### src/rtl/pixart_pkg.sv
// Shared definitions for the PixArt IR camera I2C target emulation.
// Holds the default bus address and report register, the target FSM state
// encoding, the blob snapshot record and the report byte formatter.
package pixart_pkg;

    localparam logic [6:0]  PIXART_ADDR       = 7'h58;
    localparam logic [7:0]  PIXART_REPORT_REG = 8'h36;
    localparam int unsigned PIXART_REPORT_LEN = 16;

    // Byte offsets of blob 1 inside the extended-format report.
    localparam logic [7:0] BLOB1_XL = 8'd1;
    localparam logic [7:0] BLOB1_YL = 8'd2;
    localparam logic [7:0] BLOB1_HI = 8'd3;

    typedef enum logic [3:0] {
        StIdle,
        StAddr,
        StAckAddr,
        StReg,
        StAckReg,
        StWdata,
        StAckWdata,
        StRdata,
        StRack,
        StWaitStop
    } tgt_state_e;

    typedef struct packed {
        logic [9:0] x;
        logic [9:0] y;
        logic [3:0] size;
        logic       valid;
    } blob_snap_t;

    // Report byte at index idx: byte 0 is a zero header, bytes 1..3 carry
    // blob 1 (or 0xFF when absent), everything else reads as an absent blob.
    function automatic logic [7:0] report_byte(input logic [7:0] idx, input blob_snap_t b);
        logic [7:0] r;
        r = 8'hFF;
        if (idx == 8'd0) begin
            r = 8'h00;
        end else if (b.valid) begin
            if (idx == BLOB1_XL) begin
                r = b.x[7:0];
            end else if (idx == BLOB1_YL) begin
                r = b.y[7:0];
            end else if (idx == BLOB1_HI) begin
                r = {b.y[9:8], b.x[9:8], b.size};
            end
        end
        return r;
    endfunction

endpackage

### src/rtl/i2c_line_sync.sv
// I2C line conditioning for the PixArt target.
// Two-flop synchronisers on SCL/SDA followed by one history flop, giving
// single-cycle SCL edge strobes and START/STOP detection.
// Ports:
//   clk, reset        system clock, asynchronous active-low reset
//   scl_in, sda_in    raw pad inputs
//   scl_rise/fall     one-cycle strobes on synchronised SCL edges
//   start_det         SDA fell while SCL high
//   stop_det          SDA rose while SCL high
//   sda_s             synchronised SDA
module i2c_line_sync (
    input  logic clk,
    input  logic reset,
    input  logic scl_in,
    input  logic sda_in,
    output logic scl_rise,
    output logic scl_fall,
    output logic start_det,
    output logic stop_det,
    output logic sda_s
);

    // Bit [1] is the synchronised value, bit [2] its one-cycle history.
    logic [2:0] scl_q, scl_d;
    logic [2:0] sda_q, sda_d;

    always_comb begin
        scl_d = {scl_q[1:0], scl_in};
        sda_d = {sda_q[1:0], sda_in};
    end

    // Reset to the idle-bus level so no edge is reported coming out of reset.
    always_ff @(posedge clk or negedge reset) begin
        if (!reset) begin
            scl_q <= 3'b111;
            sda_q <= 3'b111;
        end else begin
            scl_q <= scl_d;
            sda_q <= sda_d;
        end
    end

    always_comb begin
        scl_rise  = scl_q[1] & ~scl_q[2];
        scl_fall  = ~scl_q[1] & scl_q[2];
        start_det = scl_q[1] & scl_q[2] & sda_q[2] & ~sda_q[1];
        stop_det  = scl_q[1] & scl_q[2] & ~sda_q[2] & sda_q[1];
        sda_s     = sda_q[1];
    end

endmodule

### src/rtl/pixart_i2c_target.sv
// I2C target emulating the PixArt IR camera for loopback and simulation.
// Accepts config register writes (strobed out on cfg_we/cfg_addr/cfg_data and
// kept in a local config file) and serves a 16-byte blob report from the
// report register, with blob 1 taken from the blob_* inputs.
// Ports:
//   clk, reset                  system clock (>= 8x SCL), async active-low reset
//   scl_in, sda_in              raw I2C pad inputs
//   sda_out_en                  1 = pull SDA low
//   blob_x/y/size/valid         blob 1 position, size and presence
//   cfg_we, cfg_addr, cfg_data  one-cycle config write strobe with pointer/data
//   busy                        high from address match until STOP
module pixart_i2c_target
    import pixart_pkg::*;
#(
    parameter logic [6:0]  DEV_ADDR   = PIXART_ADDR,
    parameter logic [7:0]  REPORT_REG = PIXART_REPORT_REG,
    parameter int unsigned REPORT_LEN = PIXART_REPORT_LEN,
    parameter int unsigned CFG_DEPTH  = 64
) (
    input  logic       clk,
    input  logic       reset,
    input  logic       scl_in,
    input  logic       sda_in,
    output logic       sda_out_en,
    input  logic [9:0] blob_x,
    input  logic [9:0] blob_y,
    input  logic [3:0] blob_size,
    input  logic       blob_valid,
    output logic       cfg_we,
    output logic [7:0] cfg_addr,
    output logic [7:0] cfg_data,
    output logic       busy
);

    localparam int unsigned CfgAw    = $clog2(CFG_DEPTH);
    localparam logic [8:0]  CfgLimit = 9'(CFG_DEPTH);
    localparam logic [7:0]  IdxLast  = 8'(REPORT_LEN - 1);

    logic scl_rise, scl_fall, start_det, stop_det, sda_s;

    i2c_line_sync u_line_sync (
        .clk       (clk),
        .reset     (reset),
        .scl_in    (scl_in),
        .sda_in    (sda_in),
        .scl_rise  (scl_rise),
        .scl_fall  (scl_fall),
        .start_det (start_det),
        .stop_det  (stop_det),
        .sda_s     (sda_s)
    );

    tgt_state_e state_q, state_d;
    logic [3:0] bit_cnt_q, bit_cnt_d;
    logic [7:0] shift_q, shift_d;
    logic [7:0] tx_q, tx_d;
    logic [7:0] ptr_q, ptr_d;
    logic [7:0] idx_q, idx_d;
    logic       rpt_q, rpt_d;
    logic       mack_q, mack_d;
    blob_snap_t snap_q, snap_d;
    logic       sda_oe_q, sda_oe_d;
    logic       busy_q, busy_d;
    logic       cfg_we_q, cfg_we_d;
    logic [7:0] cfg_addr_q, cfg_addr_d;
    logic [7:0] cfg_data_q, cfg_data_d;
    logic [7:0] cfg_q [CFG_DEPTH];
    logic [7:0] cfg_d [CFG_DEPTH];

    logic [7:0]       rx_byte;
    logic             ptr_in_cfg;
    logic [CfgAw-1:0] ptr_idx;
    logic [7:0]       src_byte;

    always_comb begin
        rx_byte    = {shift_q[6:0], sda_s};
        ptr_in_cfg = ({1'b0, ptr_q} < CfgLimit);
        ptr_idx    = ptr_q[CfgAw-1:0];
        // Report mode is latched at the read address phase so the pointer can
        // advance per byte without leaving the report.
        if (rpt_q) begin
            src_byte = report_byte(idx_q, snap_q);
        end else if (ptr_in_cfg) begin
            src_byte = cfg_q[ptr_idx];
        end else begin
            src_byte = 8'h00;
        end
    end

    always_comb begin
        state_d    = state_q;
        bit_cnt_d  = bit_cnt_q;
        shift_d    = shift_q;
        tx_d       = tx_q;
        ptr_d      = ptr_q;
        idx_d      = idx_q;
        rpt_d      = rpt_q;
        mack_d     = mack_q;
        snap_d     = snap_q;
        sda_oe_d   = sda_oe_q;
        busy_d     = busy_q;
        cfg_we_d   = 1'b0;
        cfg_addr_d = cfg_addr_q;
        cfg_data_d = cfg_data_q;
        cfg_d      = cfg_q;

        // Bus conditions win over any bit activity in the same cycle.
        if (stop_det) begin
            state_d  = StIdle;
            sda_oe_d = 1'b0;
            busy_d   = 1'b0;
        end else if (start_det) begin
            state_d   = StAddr;
            bit_cnt_d = 4'd0;
            sda_oe_d  = 1'b0;
        end else begin
            unique case (state_q)
                StIdle, StWaitStop: begin
                end

                StAddr: begin
                    if (scl_rise && bit_cnt_q < 4'd8) begin
                        shift_d   = rx_byte;
                        bit_cnt_d = bit_cnt_q + 4'd1;
                    end else if (scl_fall && bit_cnt_q == 4'd8) begin
                        bit_cnt_d = 4'd0;
                        if (shift_q[7:1] == DEV_ADDR) begin
                            state_d  = StAckAddr;
                            sda_oe_d = 1'b1;
                            busy_d   = 1'b1;
                            if (shift_q[0]) begin
                                snap_d = {blob_x, blob_y, blob_size, blob_valid};
                                idx_d  = 8'd0;
                                rpt_d  = (ptr_q == REPORT_REG);
                            end
                        end else begin
                            state_d = StIdle;
                        end
                    end
                end

                StAckAddr: begin
                    if (scl_fall) begin
                        bit_cnt_d = 4'd0;
                        // shift_q still holds the address byte; bit 0 is R/W.
                        if (shift_q[0]) begin
                            state_d  = StRdata;
                            sda_oe_d = ~src_byte[7];
                            tx_d     = {src_byte[6:0], 1'b0};
                        end else begin
                            state_d  = StReg;
                            sda_oe_d = 1'b0;
                        end
                    end
                end

                StReg: begin
                    if (scl_rise && bit_cnt_q < 4'd8) begin
                        shift_d   = rx_byte;
                        bit_cnt_d = bit_cnt_q + 4'd1;
                    end else if (scl_fall && bit_cnt_q == 4'd8) begin
                        ptr_d    = shift_q;
                        sda_oe_d = 1'b1;
                        state_d  = StAckReg;
                    end
                end

                StAckReg, StAckWdata: begin
                    if (scl_fall) begin
                        sda_oe_d  = 1'b0;
                        bit_cnt_d = 4'd0;
                        state_d   = StWdata;
                    end
                end

                StWdata: begin
                    if (scl_rise && bit_cnt_q < 4'd8) begin
                        shift_d   = rx_byte;
                        bit_cnt_d = bit_cnt_q + 4'd1;
                        if (bit_cnt_q == 4'd7 && ptr_in_cfg) begin
                            cfg_d[ptr_idx] = rx_byte;
                            cfg_we_d       = 1'b1;
                            cfg_addr_d     = ptr_q;
                            cfg_data_d     = rx_byte;
                        end
                    end else if (scl_fall && bit_cnt_q == 4'd8) begin
                        // Out-of-range bytes are still acknowledged.
                        sda_oe_d = 1'b1;
                        ptr_d    = ptr_q + 8'd1;
                        state_d  = StAckWdata;
                    end
                end

                StRdata: begin
                    if (scl_rise && bit_cnt_q < 4'd8) begin
                        bit_cnt_d = bit_cnt_q + 4'd1;
                    end else if (scl_fall) begin
                        if (bit_cnt_q == 4'd8) begin
                            sda_oe_d  = 1'b0;
                            bit_cnt_d = 4'd0;
                            mack_d    = 1'b0;
                            state_d   = StRack;
                        end else begin
                            sda_oe_d = ~tx_q[7];
                            tx_d     = {tx_q[6:0], 1'b0};
                        end
                    end
                end

                StRack: begin
                    if (scl_rise) begin
                        if (!sda_s) begin
                            // Advance now so src_byte is ready at the next fall.
                            mack_d = 1'b1;
                            ptr_d  = ptr_q + 8'd1;
                            idx_d  = (idx_q == IdxLast) ? 8'd0 : idx_q + 8'd1;
                        end else begin
                            state_d  = StWaitStop;
                            sda_oe_d = 1'b0;
                        end
                    end else if (scl_fall && mack_q) begin
                        mack_d    = 1'b0;
                        bit_cnt_d = 4'd0;
                        state_d   = StRdata;
                        sda_oe_d  = ~src_byte[7];
                        tx_d      = {src_byte[6:0], 1'b0};
                    end
                end

                default: begin
                    state_d  = StIdle;
                    sda_oe_d = 1'b0;
                end
            endcase
        end
    end

    always_ff @(posedge clk or negedge reset) begin
        if (!reset) begin
            state_q    <= StIdle;
            bit_cnt_q  <= 4'd0;
            shift_q    <= 8'h00;
            tx_q       <= 8'h00;
            ptr_q      <= 8'h00;
            idx_q      <= 8'h00;
            rpt_q      <= 1'b0;
            mack_q     <= 1'b0;
            snap_q     <= '0;
            sda_oe_q   <= 1'b0;
            busy_q     <= 1'b0;
            cfg_we_q   <= 1'b0;
            cfg_addr_q <= 8'h00;
            cfg_data_q <= 8'h00;
            for (int unsigned i = 0; i < CFG_DEPTH; i++) begin
                cfg_q[i] <= 8'h00;
            end
        end else begin
            state_q    <= state_d;
            bit_cnt_q  <= bit_cnt_d;
            shift_q    <= shift_d;
            tx_q       <= tx_d;
            ptr_q      <= ptr_d;
            idx_q      <= idx_d;
            rpt_q      <= rpt_d;
            mack_q     <= mack_d;
            snap_q     <= snap_d;
            sda_oe_q   <= sda_oe_d;
            busy_q     <= busy_d;
            cfg_we_q   <= cfg_we_d;
            cfg_addr_q <= cfg_addr_d;
            cfg_data_q <= cfg_data_d;
            cfg_q      <= cfg_d;
        end
    end

    always_comb begin
        sda_out_en = sda_oe_q;
        cfg_we     = cfg_we_q;
        cfg_addr   = cfg_addr_q;
        cfg_data   = cfg_data_q;
        busy       = busy_q;
    end

endmodule

### config.mk
export PLATFORM = sky130hd
export DESIGN_NAME = pixart_i2c_target
export DESIGN_NICKNAME = d
export VERILOG_FILES = /design/src/rtl/pixart_pkg.sv /design/src/rtl/i2c_line_sync.sv /design/src/rtl/pixart_i2c_target.sv
export SDC_FILE = /design/constraint.sdc
export NUM_CORES = 1
export LEC_CHECK = 0
export ABC_AREA = 1
export BUFFER_PORTS_ARGS = -buffer_cell sky130_fd_sc_hd__buf_2
export CORE_MARGIN = 3
export CORE_UTILIZATION = 35
export DETAILED_ROUTE_END_ITERATION = 8
export GPL_ROUTABILITY_DRIVEN = 0
export PLACE_DENSITY = 0.61
export SYNTH_ARGS = -nofsm -noshare
export SYNTH_HDL_FRONTEND = slang
export SYNTH_SLANG_ARGS = --single-unit
### constraint.sdc
create_clock -name clk -period 2.5 [get_ports clk]
set_clock_uncertainty 0.05 [all_clocks]
set_input_delay 0.375 -clock clk [delete_from_list [all_inputs] [get_ports clk]]
set_output_delay 0.375 -clock clk [all_outputs]
set_load 0.03 [all_outputs]
==> results.yml, run 1 <==
synth:
  ys_ff_latch: 603
  synth_fa_ha_area_share_pct: 0.348
  synth_ff_type: "dfrtp_1"
  synth_compound_area_share_pct: 11.6
  syn_area_per_cell_um2: 7.47
  synthSimpleGateAreaFrac_pct: 29.5
  synth_xor_area_share_pct: 0.0609
  syn_nets: 3885
  synth_top_family_by_area: "simple AND/OR/NAND/NOR gates"
  synth-edff-count: 0
  ys_async_sr_fraction_pct: 100
  yosysUniqueCellTypes: 38
  yosysWarnings: 0
  synth_cells: 3848
  synth_area_um2: 28800
  yosysSeqAreaShare_pct: 52.5
  synthMuxAreaShare_pct: 0.979
power:
  power_density_nw_per_um2: 610
  p_leak_nw: 16.9
  peakVddDrop_mv: 0.428
  fin_total_pwr_w: 0.0206
routing:
  routed_via_density: 4.95
  drt_iter0_drc: 2087
  first_pass_iters: 5
  drt-total-wl_um: 86100
  drc: 0
  ant_nets: 0
  wl_per_cell_um: 17.1
  routed-via-count: 24900
place:
  portBuffers: 47
  post-dp-hpwl_um: 53800
final_layout:
  final_net_count: 3952
  area_growth_pct: 17.7
  drive_gt1_share_pct: 10.7
  layout_commonest_cell: "nand2_1"
  final_cell_mix: "nand2_1 (1929), dfrtp_1 (594), o21ai_0 (581)"
  diodes: 0
sta:
  fmax_mhz: 411
  max-slew-margin-rel_pct: 38.9
  setup_tns_ps: 0
  finalCritPeriodShare_pct: 97.4
  worstMarginPinSlew_ps: 916
  finalSetupViolations: 0
  hold_viol: 0
  report.final.slew_viol_count: 0
  rsz0062_at_grt: "true"
  fin_crit_ps: 2430
critical_path:
  crit_arrival_ps: 2890
  path_class: "register to register"
  r2r_end: "tx_q[1]"
  reg2reg_from: "ptr_q[0]"
  required_ps: 2960
  crit_start: "ptr_q[0]"
  crit_fanout: 17
  end_kind: "register"
  cp-start-kind: "register"
  reg2regPathDepth: 18
  reg2reg_slack_ps: 70
clock_tree:
  htree_levels: 3
  root_buffer: "clkbuf_16"
  clock_latency_ps: 620
  clock_sinks: 603
  cts_tree: "built"
  clockBufferDepth: 3
  cts_buffers: 69
  clk_pin_slew_ps: 60
floorplan:
  die_width_um: 293
  io_pins: 48
  start_util_pct: 35.5
  coreArea_um2: 80900
  dieArea_um2: 85600
  row_count: 104
  fp.dieH_um: 293
global_routing:
  antenna_found_initial: 1
  grt_pass1_vias: 23700
  track_usage_pct: 19.9
  grt-ovfl-total: 0
  grt_first_pass_wirelength_um: 137000
  grt_max_degree: 72
worst_hold_path:
  hp-class: "input pin to asynchronous set/reset pin"
run_status:
  status: "finished clean"
run:
  drv_cap: 0
layout make-up:
| cell class | count | area, um^2 |
|---|---|---|
| fillers | 8233 | 47100 |
| flip-flops and latches | 603 | 15100 |
| multi-input cells | 2875 | 12500 |
| repair buffers | 234 | 2230 |
| clock buffers | 100 | 2000 |
| well taps | 1060 | 1330 |
| inverters | 131 | 528 |
| clock inverters | 19 | 181 |
| repair inverters | 1 | 11.3 |
flip-flops by register name, summed over array words and instances, names as in the netlist:
signal,flops
cfg_data,8
rpt_q,1
mack_q,1
sda_out_en,1
cfg_addr,8
u_line_sync.scl_q,3
u_line_sync.sda_q,3
cfg_we,1
ptr_q,8
idx_q,8
cfg_q,512
shift_q,8
snap_q,25
state_q,4
bit_cnt_q,4
busy,1
tx_q,7
worst max-delay path by stage:
stage	cells after the start	endpoint
2_1_floorplan	11	cfg_q[382]
3_3_place_gp	14	sda_out_en
3_5_place_dp	14	sda_out_en
4_1_cts	11	cfg_q[472]
5_1_grt	18	tx_q[1]
6_report	18	tx_q[1]
cell families (layout without fill, tap and decap cells):
kind of cell    count (synthesis)  after routing
compound gates                654            654
buf+inv                       370            485
mux                            25             25
flops                         603            603
simple gates                 2186           2186
xor+xnor                        2              2
fa+ha+maj                       8              8
metrics by stage:
stage          util (%)  hold slack, ps  setup slack (ps)  instances  instance area [um^2]
5_1_grt            41.8             296             -23.6       5023                 33800
3_5_place_dp       38.3             300              -104       4870                 31000
3_3_place_gp       38.3             303              -103       4870                 31000
6_report           41.8             295              65.9       5023                 33800
2_1_floorplan         -            29.4               201       3848                 28800
4_1_cts            41.3             269             -22.6       5017                 33400
synth_stat cells (2+ instances only):
cell	instances	share of area, %
nor3_1	13	0.23
clkbuf_1	192	2.5
o211ai_1	7	0.18
o22ai_1	4	0.087
a211oi_1	4	0.10
inv_2	2	0.026
a21oi_1	43	0.75
xor2_1	2	0.061
nand3_1	85	1.5
nand4_1	6	0.13
nand3b_1	2	0.052
nand2_1	1973	26
or2_2	6	0.13
buf_2	37	0.64
nor3b_1	2	0.052
o31ai_1	2	0.052
mux2_2	25	0.98
nor2_1	89	1.2
dfstp_2	6	0.55
buf_1	9	0.12
ha_1	8	0.35
inv_1	126	1.6
dfrtp_1	597	52
nor4_4	5	0.37
o21ai_0	586	10
a22oi_1	3	0.078
clkinv_1	3	0.039
metal layers:
metal / global-route usage (%) / routed length (um) / vias to the layer above
li1: - / - / 12300
met2: 31.0 / 38500 / 689
met1: 28.8 / 40600 / 11800
met3: 2.99 / 4810 / 130
met5: 0 / 13 / -
met4: 5.98 / 2150 / 2
critical path, cell delays in order, from the launching register on:
cell       delay [ps]
dfrtp_4           470
buf_12            170
clkinv_16         130
buf_12            190
nand2_1            60
nand2_1            60
nand2_1            70
nand2_1            50
nand2_1            80
nand2_1           110
nand2_1           110
nand2_1            70
nor2_2            160
buf_4             170
nand2_1            80
nand2_1           110
nand2_1            60
nand2_1            60
nand2_1            40
power by group:
part	switching [W]	internal [W]
logic	0.000700	0.000202
clock network	0.00410	0.00578
registers	0.0000454	0.00982
what timing repair did:
action | CTS | global route
endpoints found under the hold margin | 57 | 0
pin swaps | 0 | 1
endpoints found under the setup margin | 11 | 388
buffers inserted | 0 | 2
gates resized for setup | 2 | 87
hold buffers | 28 | 0
cloned | 0 | 4
Power figures use the tool's default switching activity.
==> inputs of run 2 (changes only) <==
--- a/config.mk
+++ b/config.mk
@@ -11,7 +11,7 @@
 export CORE_UTILIZATION = 35
 export DETAILED_ROUTE_END_ITERATION = 8
 export GPL_ROUTABILITY_DRIVEN = 0
-export PLACE_DENSITY = 0.61
+export PLACE_DENSITY = 0.59
 export SYNTH_ARGS = -nofsm -noshare
 export SYNTH_HDL_FRONTEND = slang
 export SYNTH_SLANG_ARGS = --single-unit
==> constraint.sdc (replaced) <==
create_clock -name clk -period 2.35 [get_ports clk]
set_clock_uncertainty 0.05 [all_clocks]
set_input_delay 0.3525 -clock clk [delete_from_list [all_inputs] [get_ports clk]]
set_output_delay 0.3525 -clock clk [all_outputs]
set_load 0.03 [all_outputs]
==> results.yml, run 2 (synthesis gave the netlist of run 1 again) <==
final_layout:
  reg_top3: "cfg_q x512, snap_q x25"
  diodes: 0
  drive_gt1_share_pct: 12.4
  area_growth_pct: 21.1
  fin_util_pct: 43.0
  final_net_count: 4028
  layout_commonest_cell: "nand2_1"
  final_cell_mix: "nand2_1 (1944), dfrtp_1 (593), o21ai_0 (565)"
  largest_reg_flops: 512
  regMostFlops: "cfg_q"
power:
  power_density_nw_per_um2: 648
  p_leak_nw: 17.3
  peakVddDrop_mv: 0.461
run_status:
  status: "finished clean"
routing:
  drt_iter0_drc: 2209
  wl_per_cell_um: 17.6
  first_pass_iters: 6
  routed_via_density: 4.93
  ant_nets: 0
  routed-via-count: 25200
  drt-total-wl_um: 89700
  drc: 0
global_routing:
  grt_first_pass_wirelength_um: 141000
  use_met2_pct: 32.2
  track_usage_pct: 20.5
  met3_usage_pct: 3.26
  grt-busiest-layer: "met2"
  grt-ovfl-total: 0
  grt_max_degree: 88
  grt_use_met1_pct: 29.3
  grt_pass1_vias: 24100
  antenna_found_initial: 0
place:
  post-dp-hpwl_um: 55700
  portBuffers: 47
  place_ws_ps: -116
sta:
  finalCritPeriodShare_pct: 97.9
  fin_crit_ps: 2300
  rsz0062_at_grt: "true"
  hold_viol: 0
  finalSetupViolations: 0
  hold_ws_ps: 180
  setup_slack_ps: 50.0
  worstMarginPinSlew_ps: 954
  max-slew-margin-rel_pct: 36.4
  fmax_mhz: 435
  report.final.slew_viol_count: 0
critical_path:
  path_class: "register to register"
  crit_arrival_ps: 2760
  required_ps: 2810
  cp-start-kind: "register"
  end_kind: "register"
  crit_fanout: 20
floorplan:
  row_count: 104
  coreArea_um2: 80900
  fp.dieH_um: 293
  io_pins: 48
  start_util_pct: 35.5
  dieArea_um2: 85600
  die_width_um: 293
worst_hold_path:
  hp-class: "input pin to asynchronous set/reset pin"
clock_tree:
  htree_levels: 3
  clock_latency_ps: 620
  clock_sinks: 603
  cts_buffers: 70
  clockBufferDepth: 3
  cts_tree: "built"
  root_buffer: "clkbuf_16"
  clk_pin_slew_ps: 60
run:
  drv_cap: 0
## run 2: cell types whose count changed in the layout (fill, tap and decap cells not counted), moves of 7 or more
cell / before / now
clkbuf_16: 73 / 80
o21ai_1: 4 / 20
o21ai_0: 581 / 565
nor2_1: 82 / 74
buf_4: 114 / 162
nand2_4: 17 / 6
nand2_1: 1929 / 1944
buf_12: 31 / 44
## run 2: per-layer routing
layer / vias up / part of all wire (%)
met5: - / 0
met4: 0 / 2.9
met3: 144 / 5.6
met2: 631 / 45
met1: 11900 / 47
li1: 12400 / -
## run 2: through the flow
stage | instances | TNS, ps | power (W) | cell area (um^2)
6_report | 5104 | 0 | 0.0226 | 34800
5_1_grt | 5104 | -788 | 0.0233 | 34800
4_1_cts | 5084 | -15.7 | 0.0228 | 34200
3_5_place_dp | 4931 | -127 | 0.0116 | 31600
3_3_place_gp | 4931 | -89.8 | 0.0116 | 31600
2_1_floorplan | 3848 | 0 | 0.0110 | 28800
## run 2: worst max-delay path: stages, from the launching register on
cell,delay (ps)
dfrtp_4,570
buf_4,200
clkbuf_16,190
nand2_1,70
nand2_1,50
nand2_1,50
nand2_1,50
nand2_1,50
nand2_1,70
nand2_1,190
nand2_1,150
nor2_1,200
nand2_1,90
nand2_1,70
nand2_1,50
nand2_1,50
nand2_1,40
## run 2: path summary, 6_finish.rpt
path	cells past startpoint	startpoint	slack [ps]	to
max	16	ptr_q[0]	50	tx_q[7]
min	2	reset	180	cfg_q[31]
max reg2reg	16	ptr_q[0]	50	tx_q[7]
min reg2reg	0	u_line_sync.sda_q[0]	310	u_line_sync.sda_q[1]
max in group asynchronous	3	reset	1240	cfg_q[321]
min in group clk	0	u_line_sync.sda_q[0]	310	u_line_sync.sda_q[1]
## run 2: final cells by class
cell class	instances	area (um^2)
Inverter	131	514
Clock buffer	100	2010
Sequential cell	603	15100
Fill cell	8105	46100
Timing Repair Buffer	310	3110
Clock inverter	25	325
Multi-Input combinational cell	2875	12400
Tap cell	1060	1330
## run 2: power breakdown
group,internal [W],total (W),switching [W]
Sequential,0.0104,0.0105,0.0000533
Clock,0.00673,0.0112,0.00442
Combinational,0.000195,0.000933,0.000738
Total,0.0174,0.0226,0.00521
## run 2: what timing repair did
action / CTS / global route
gates resized for setup: 4 / 118
cloned: 0 / 12
pin swaps: 0 / 8
hold buffers: 28 / 0
setup buffers: 0 / 9
endpoints found under the hold margin: 166 / 0
endpoints found under the setup margin: 2 / 384
